<file path="src/rtl/filter_loader.sv">
// Filter loader: fetches a KxK filter from weight RAM one word per cycle, then
// hands the assembled array to the filter buffer via the buf_read/buf_finish handshake.
module filter_loader #(
    parameter int K      = 5,
    parameter int DATA_W = 16,
    parameter int ADDR_W = 16
) (
    input  logic                  clk_i,
    input  logic                  rst_ni,
    input  logic                  start_i,
    input  logic [ADDR_W-1:0]     base_addr_i,
    output logic                  busy_o,
    output logic                  done_o,
    output logic                  mem_rd_en_o,
    output logic [ADDR_W-1:0]     mem_addr_o,
    input  logic [DATA_W-1:0]     mem_rdata_i,
    output logic [K*K*DATA_W-1:0] buf_filter_o,
    output logic                  buf_read_o,
    input  logic                  buf_finish_i
);

    localparam int N  = K * K;
    localparam int KW = $clog2(N + 1);

    typedef enum logic [2:0] {IDLE, FETCH, DRAIN, HANDOFF, RELEASE, DONE} state_t;

    state_t              state_q, state_d;
    logic [ADDR_W-1:0]   base_q, base_d;
    logic [KW-1:0]       k_q, k_d;
    logic [KW-1:0]       capIdx_q, capIdx_d;
    logic                capVld_q, capVld_d;
    logic                armed_q, armed_d;
    logic [N*DATA_W-1:0] filter_q, filter_d;

    always_ff @(posedge clk_i) begin
        if (!rst_ni) begin
            state_q  <= IDLE;
            base_q   <= '0;
            k_q      <= '0;
            capIdx_q <= '0;
            capVld_q <= 1'b0;
            armed_q  <= 1'b0;
            filter_q <= '0;
        end else begin
            state_q  <= state_d;
            base_q   <= base_d;
            k_q      <= k_d;
            capIdx_q <= capIdx_d;
            capVld_q <= capVld_d;
            armed_q  <= armed_d;
            filter_q <= filter_d;
        end
    end

    always_comb begin
        state_d     = state_q;
        base_d      = base_q;
        k_d         = k_q;
        capIdx_d    = capIdx_q;
        capVld_d    = 1'b0;
        armed_d     = armed_q;
        filter_d    = filter_q;
        busy_o      = (state_q != IDLE);
        done_o      = 1'b0;
        mem_rd_en_o = 1'b0;
        mem_addr_o  = '0;
        buf_read_o  = 1'b0;

        // RAM data arrives one cycle after its issue; land it at the issued index.
        if (capVld_q) begin
            filter_d[int'(capIdx_q) * DATA_W +: DATA_W] = mem_rdata_i;
        end

        case (state_q)
            IDLE: begin
                if (start_i) begin
                    base_d  = base_addr_i;
                    k_d     = '0;
                    state_d = FETCH;
                end
            end
            FETCH: begin
                mem_rd_en_o = 1'b1;
                mem_addr_o  = base_q + ADDR_W'(k_q);
                capVld_d    = 1'b1;
                capIdx_d    = k_q;
                if (k_q == KW'(N - 1)) begin
                    state_d = DRAIN;
                end else begin
                    k_d = k_q + KW'(1);
                end
            end
            DRAIN: begin
                // Only a finish that rises while buf_read is high may complete the handoff.
                armed_d = ~buf_finish_i;
                state_d = HANDOFF;
            end
            HANDOFF: begin
                buf_read_o = 1'b1;
                if (buf_finish_i && armed_q) begin
                    state_d = RELEASE;
                end else if (!buf_finish_i) begin
                    armed_d = 1'b1;
                end
            end
            RELEASE: begin
                if (!buf_finish_i) begin
                    state_d = DONE;
                end
            end
            DONE: begin
                done_o  = 1'b1;
                state_d = IDLE;
            end
            default: state_d = IDLE;
        endcase
    end

    assign buf_filter_o = filter_q;

endmodule

</file>
<file path="config.mk">
export PLATFORM = sky130hd
export DESIGN_NAME = filter_loader
export DESIGN_NICKNAME = d
export VERILOG_FILES = /design/src/rtl/filter_loader.sv
export SDC_FILE = /design/constraint.sdc
export NUM_CORES = 1
export LEC_CHECK = 0
export ABC_AREA = 1
export BUFFER_PORTS_ARGS = -buffer_cell sky130_fd_sc_hd__buf_4
export CAP_MARGIN = 30
export CORE_MARGIN = 3
export CORE_UTILIZATION = 29
export CTS_BUF_LIST = sky130_fd_sc_hd__clkbuf_4
export DETAILED_ROUTE_END_ITERATION = 8
export SETUP_SLACK_MARGIN = 0.02
export SYNTH_ARGS = -nofsm -noshare
export SYNTH_HDL_FRONTEND = slang
export SYNTH_SLANG_ARGS = --single-unit
</file>
<file path="constraint.sdc">
create_clock -name clk_i -period 3.76 [get_ports clk_i]
set_input_delay 0.752 -clock clk_i [delete_from_list [all_inputs] [get_ports clk_i]]
set_output_delay 0.752 -clock clk_i [all_outputs]
set_load 0.1 [all_outputs]
</file>
# Word level (Yosys, flattened, before mapping)
# Cells that the tools add are included.
# op_classes
shifts,2
eq_ne,13
bitwise,1
mux,16
n_addsub,3
n_reduce_logical,9
# op_table
cell,count
bitwise mux 400 bit,1
variable shift 16 x 33 -> 400 bit (first input constant),1
variable part select 16 x 33 -> 400 bit,1
negator 9 -> 33 bit,1
adder 16 x 5 -> 16 bit,1
2-to-1 mux 16 bit,1
case mux 3 bit (5 select lines),1
inequality test 2 bit (second input constant),7
2-to-1 mux 3 bit,4
2-to-1 mux 5 bit,2
case mux 5 bit (2 select lines),1
== test 3 x 2 -> 1 bit (second input constant),2
== test 3 bit (second input constant),2
AND reduction 3 bit,2
adder 5 x 1 -> 5 bit (second input constant),1
== test 5 bit (second input constant),1
2-to-1 mux 1 bit,5
AND reduction 4 bit,1
nonzero test 2 bit,2
== test 3 x 1 -> 1 bit (second input constant),1
logical NOT 3 bit,1
nonzero test 3 bit,1
case mux 1 bit (2 select lines),1
AND reduction 2 bit,1
other kinds (2),2
# totals
word_cells,51
output_inout_bits,420
in_bits,36
reg_bits,431

# Logic depth before layout (Yosys ltp)
# depth
depth_word,3
depth_mapped,15
mapped_depth_nobuf,14

# Worst setup path before layout
# Ideal clock, no wire load.
# synth_timing
path_kind,reg2out
from,reg state_q[1]
to,out mem_addr_o[11]
t_required_ns,3.008
arrival_ns,3.603
slack_ns,-0.595
path_stages_with_launch,6
n_path_buf,2
cell_sequence,dfxtp_1 nor3_1 clkbuf_1 clkbuf_1 o21ai_0 a21oi_1
# synth_between
elab_chain_cells,2
# synth_lines
element,line,text
from (decl),27,"state_t state_q, state_d;"
from (signal assigned),45,state_q <= state_d;
== test 3 x 1 -> 1 bit,74,case (state_q)
2-to-1 mux 16 bit,74,
to (decl),15,"output logic [ADDR_W-1:0] mem_addr_o,"
# No other way between the ends.

# Final worst setup path
# layout_timing
from,reg k_q[0]
to,out mem_addr_o[8]
# layout_between
elab_chain_cells,2
# layout_lines
element,line,text
from (decl),29,"logic [KW-1:0] k_q, k_d;"
from (signal assigned),47,k_q <= k_d;
adder 16 x 5 -> 16 bit,84,mem_addr_o = base_q + ADDR_W'(k_q);
2-to-1 mux 16 bit,74,
# No other way between the ends.

==> run metrics <==
outcome completed; Slew HR 0.416; final std cells w/o fill 4673; Worst-path clk slew around 70 ps; syn avg cell area 6.35 um2; worst r2r path cells 10; PD cells between 600 and 700 nW/um2; Async SR Flop Fraction 0; FF+latch area 8630 um2; count of cell types in the netlist 29; Multi-input gate area a little under 10000 um2; delay-heaviest family, CP buffers and inverters; HP Class input pin to flip-flop; CTS Buffer Depth 3; total die area around 75000 um2; RSZ-0062 raised after global routing no; Critical Path Sink Type output pin; GRT Total Usage 0.228; Seq pwr share 0.292; Sw Share 0.507; gr ovfl total 0; slowest cell on the critical path dfxtp_2; top cell type's share of synthesized area 0.417; largest area contributor in the netlist dfxtp_1; hold_sp base_addr_i[1]; Die Ht 273 um; Die Width 273 um; TNS Setup 0 ps; Cell Area, Synth ~21000 um2; port bufs 455; fin nets 3688; Commonest cells post-synth nand2_1, nor2_1, dfxtp_1; part of the Yosys area used for sequential elements 0.417; initial antenna violation count 4; number of vias per cell 4.81; worst setup path class flip-flop to output pin; drt total wl 87900 um; worst path required time 3010 ps; placed instance count 4456; fraction of layout cells with a size suffix above 1 0.200; final hold vios 0; Slew @ Worst Pin 874 ps; Max Slew Vio Count 0; Root Buffer clkbuf_4; FMAX 287 MHz; top_reg_cell synth dfxtp_1; Residual DRC 0; total number of vias 22500; max-cap violations 0; Post-Syn Nets 3306; largest net degree at the start of global routing ~130; slack of the critical path ~280 ps; largest stage delay on the critical path 350 ps; Ys Warns 0; cell depth of the worst hold path 3; Synth area leaders dfxtp_1, nand2_1, nor2_1; DRT Pass-1 Iters 5; Starting Density 0.294; Stages on worst setup path 10; WL/cell 18.8 um; Synth Instances between 3000 and 4000; most frequent cell after synthesis nand2_1; Clock power frac 0.259; Setup WS pre-CTS 596 ps; #FFs+latches synth 431; HPWL Detailed 60200 um; std cell rows 97; Iter 0 DRT Violations 1966; Worst Path Max Fanout 4; Post-synth EDFFs 0; Leak 11.4 nW; final cycle utilization of the critical path 0.926; number of nets with antenna violations after routing 0; Worst-Skew Late Latency 900 ps; CTS tree yes; Int Power 0.00811 W; Setup-failing EPs final 0; clock sink total between 400 and 500; fin crit period 3480 ps; Worst setup SP type flip-flop; Core ar. 70400 um2; Ports 456; Max rail drop VDD between 0.0008 and 0.0009 V; Cell Chain, Critical Path ha_2, fa_2, nand3_1, nand3_2, nand2_1, a21oi_4, buf_4, nand3_1, a21oi_2, buf_4; Critical path origin k_q[0]; H-tree lvl count 3; Max Clock Skew 74.0 ps; reg-to-reg startpoint capIdx_q[0]; CP Data Arrival Time 2730 ps; Area growth syn-to-layout 27.8%; net switching power between 0.008 and 0.009 W; vias in the first global route 21000; Logic pwr share 0.450; Placer Congestion 0.841; first-pass GRT wire length roughly 130000 um; total CTS buffers 120; fill count 7730; WP buf/inv 2
[worst register-to-register path: stages (launching register included)]
cell and delay [ps]:
dfxtp_2 330, inv_2 50, ha_1 210, inv_1 70, nand2_1 80, nand2_4 430, buf_4 670, nand4_1 850
nand2_1 250, inv_1 60, nor2_1 90
[cell type report]
class | instances | share of cell area
diodes | 1 | 0.0000946
clock buffers | 176 | 0.0500
clock inverters | 36 | 0.00634
inverters | 369 | 0.0529
multi-input cells | 2207 | 0.369
flip-flops and latches | 431 | 0.326
well taps | 940 | 0.0445
repair buffers | 513 | 0.151
[registers in the layout (all words and copies together), names as in the netlist]
name / count
capIdx_q: 5
buf_filter_o: 400
state_q: 3
capVld_q: 1
k_q: 5
base_q: 16
armed_q: 1
[worst paths after layout]
kind	end	slack [ps]
setup reg to reg	buf_filter_o[349]	600
hold reg to reg	buf_filter_o[366]	460
setup / recovery	mem_addr_o[8]	280
hold / removal	base_q[1]	140
[placed cells by master, fill, tap and decap left out, drive strengths merged, types with 3 or more instances in the layout]
cell         count
nor2           594
nand2          727
buf            510
clkbuf         176
dlygate4sd3      3
nand3          431
nand4           66
nor4             5
nor3            78
o21ai          125
dfxtp          431
inv            368
a21oi          162
a211oi           3
a31oi            3
clkinv          35
ha               9
[layer usage]
layer,global-route usage,vias to the layer above,share of wire
met4,0.0743,6,0.025
li1,-,11100,-
met1,0.304,10400,0.45
met2,0.365,866,0.46
met5,0,-,0.00035
met3,0.0478,144,0.071
[logic make-up after synthesis]
family / Yosys count / synth area share
fa+ha+maj: 10 / 0.00641
simple gates: 1902 / 0.388
xor+xnor: 1 / 0.000423
flops: 431 / 0.417
buf+inv: 622 / 0.117
compound gates: 294 / 0.0717
[power groups by stage]
stage	Clock (W)	Combinational, W	Sequential (W)
3_3_place_gp	0	0.00726	0.00490
6_report	0.00426	0.00741	0.00480
4_1_cts	0.00443	0.00735	0.00479
5_1_grt	0.00467	0.00790	0.00481
3_5_place_dp	0	0.00734	0.00490
2_1_floorplan	0	0.00464	0.00500
[repair_timing]
item / in CTS / in global routing
setup buffers: 0 / 1
gates resized for setup: 6 / 8
endpoints found under the setup margin: 9 / 6
cloned: 0 / 0
pin swaps: 0 / 1
hold endpoints to repair: 3 / 0
hold buffers: 3 / 0
[stage by stage]
| stage | total power, W | hold WS, ps | cell area [um2] | util |
|---|---|---|---|---|
| after CTS | 0.0166 | 6.76 | 26400 | 0.375 |
| after floorplan | 0.00965 | 441 | 20700 | - |
| after global placement | 0.0122 | 450 | 24800 | 0.353 |
| final | 0.0165 | 140 | 26500 | 0.376 |
| after global routing | 0.0174 | 47.1 | 26500 | 0.376 |
| after detailed placement | 0.0122 | 454 | 24900 | 0.353 |
Power figures use the tool's default switching activity.
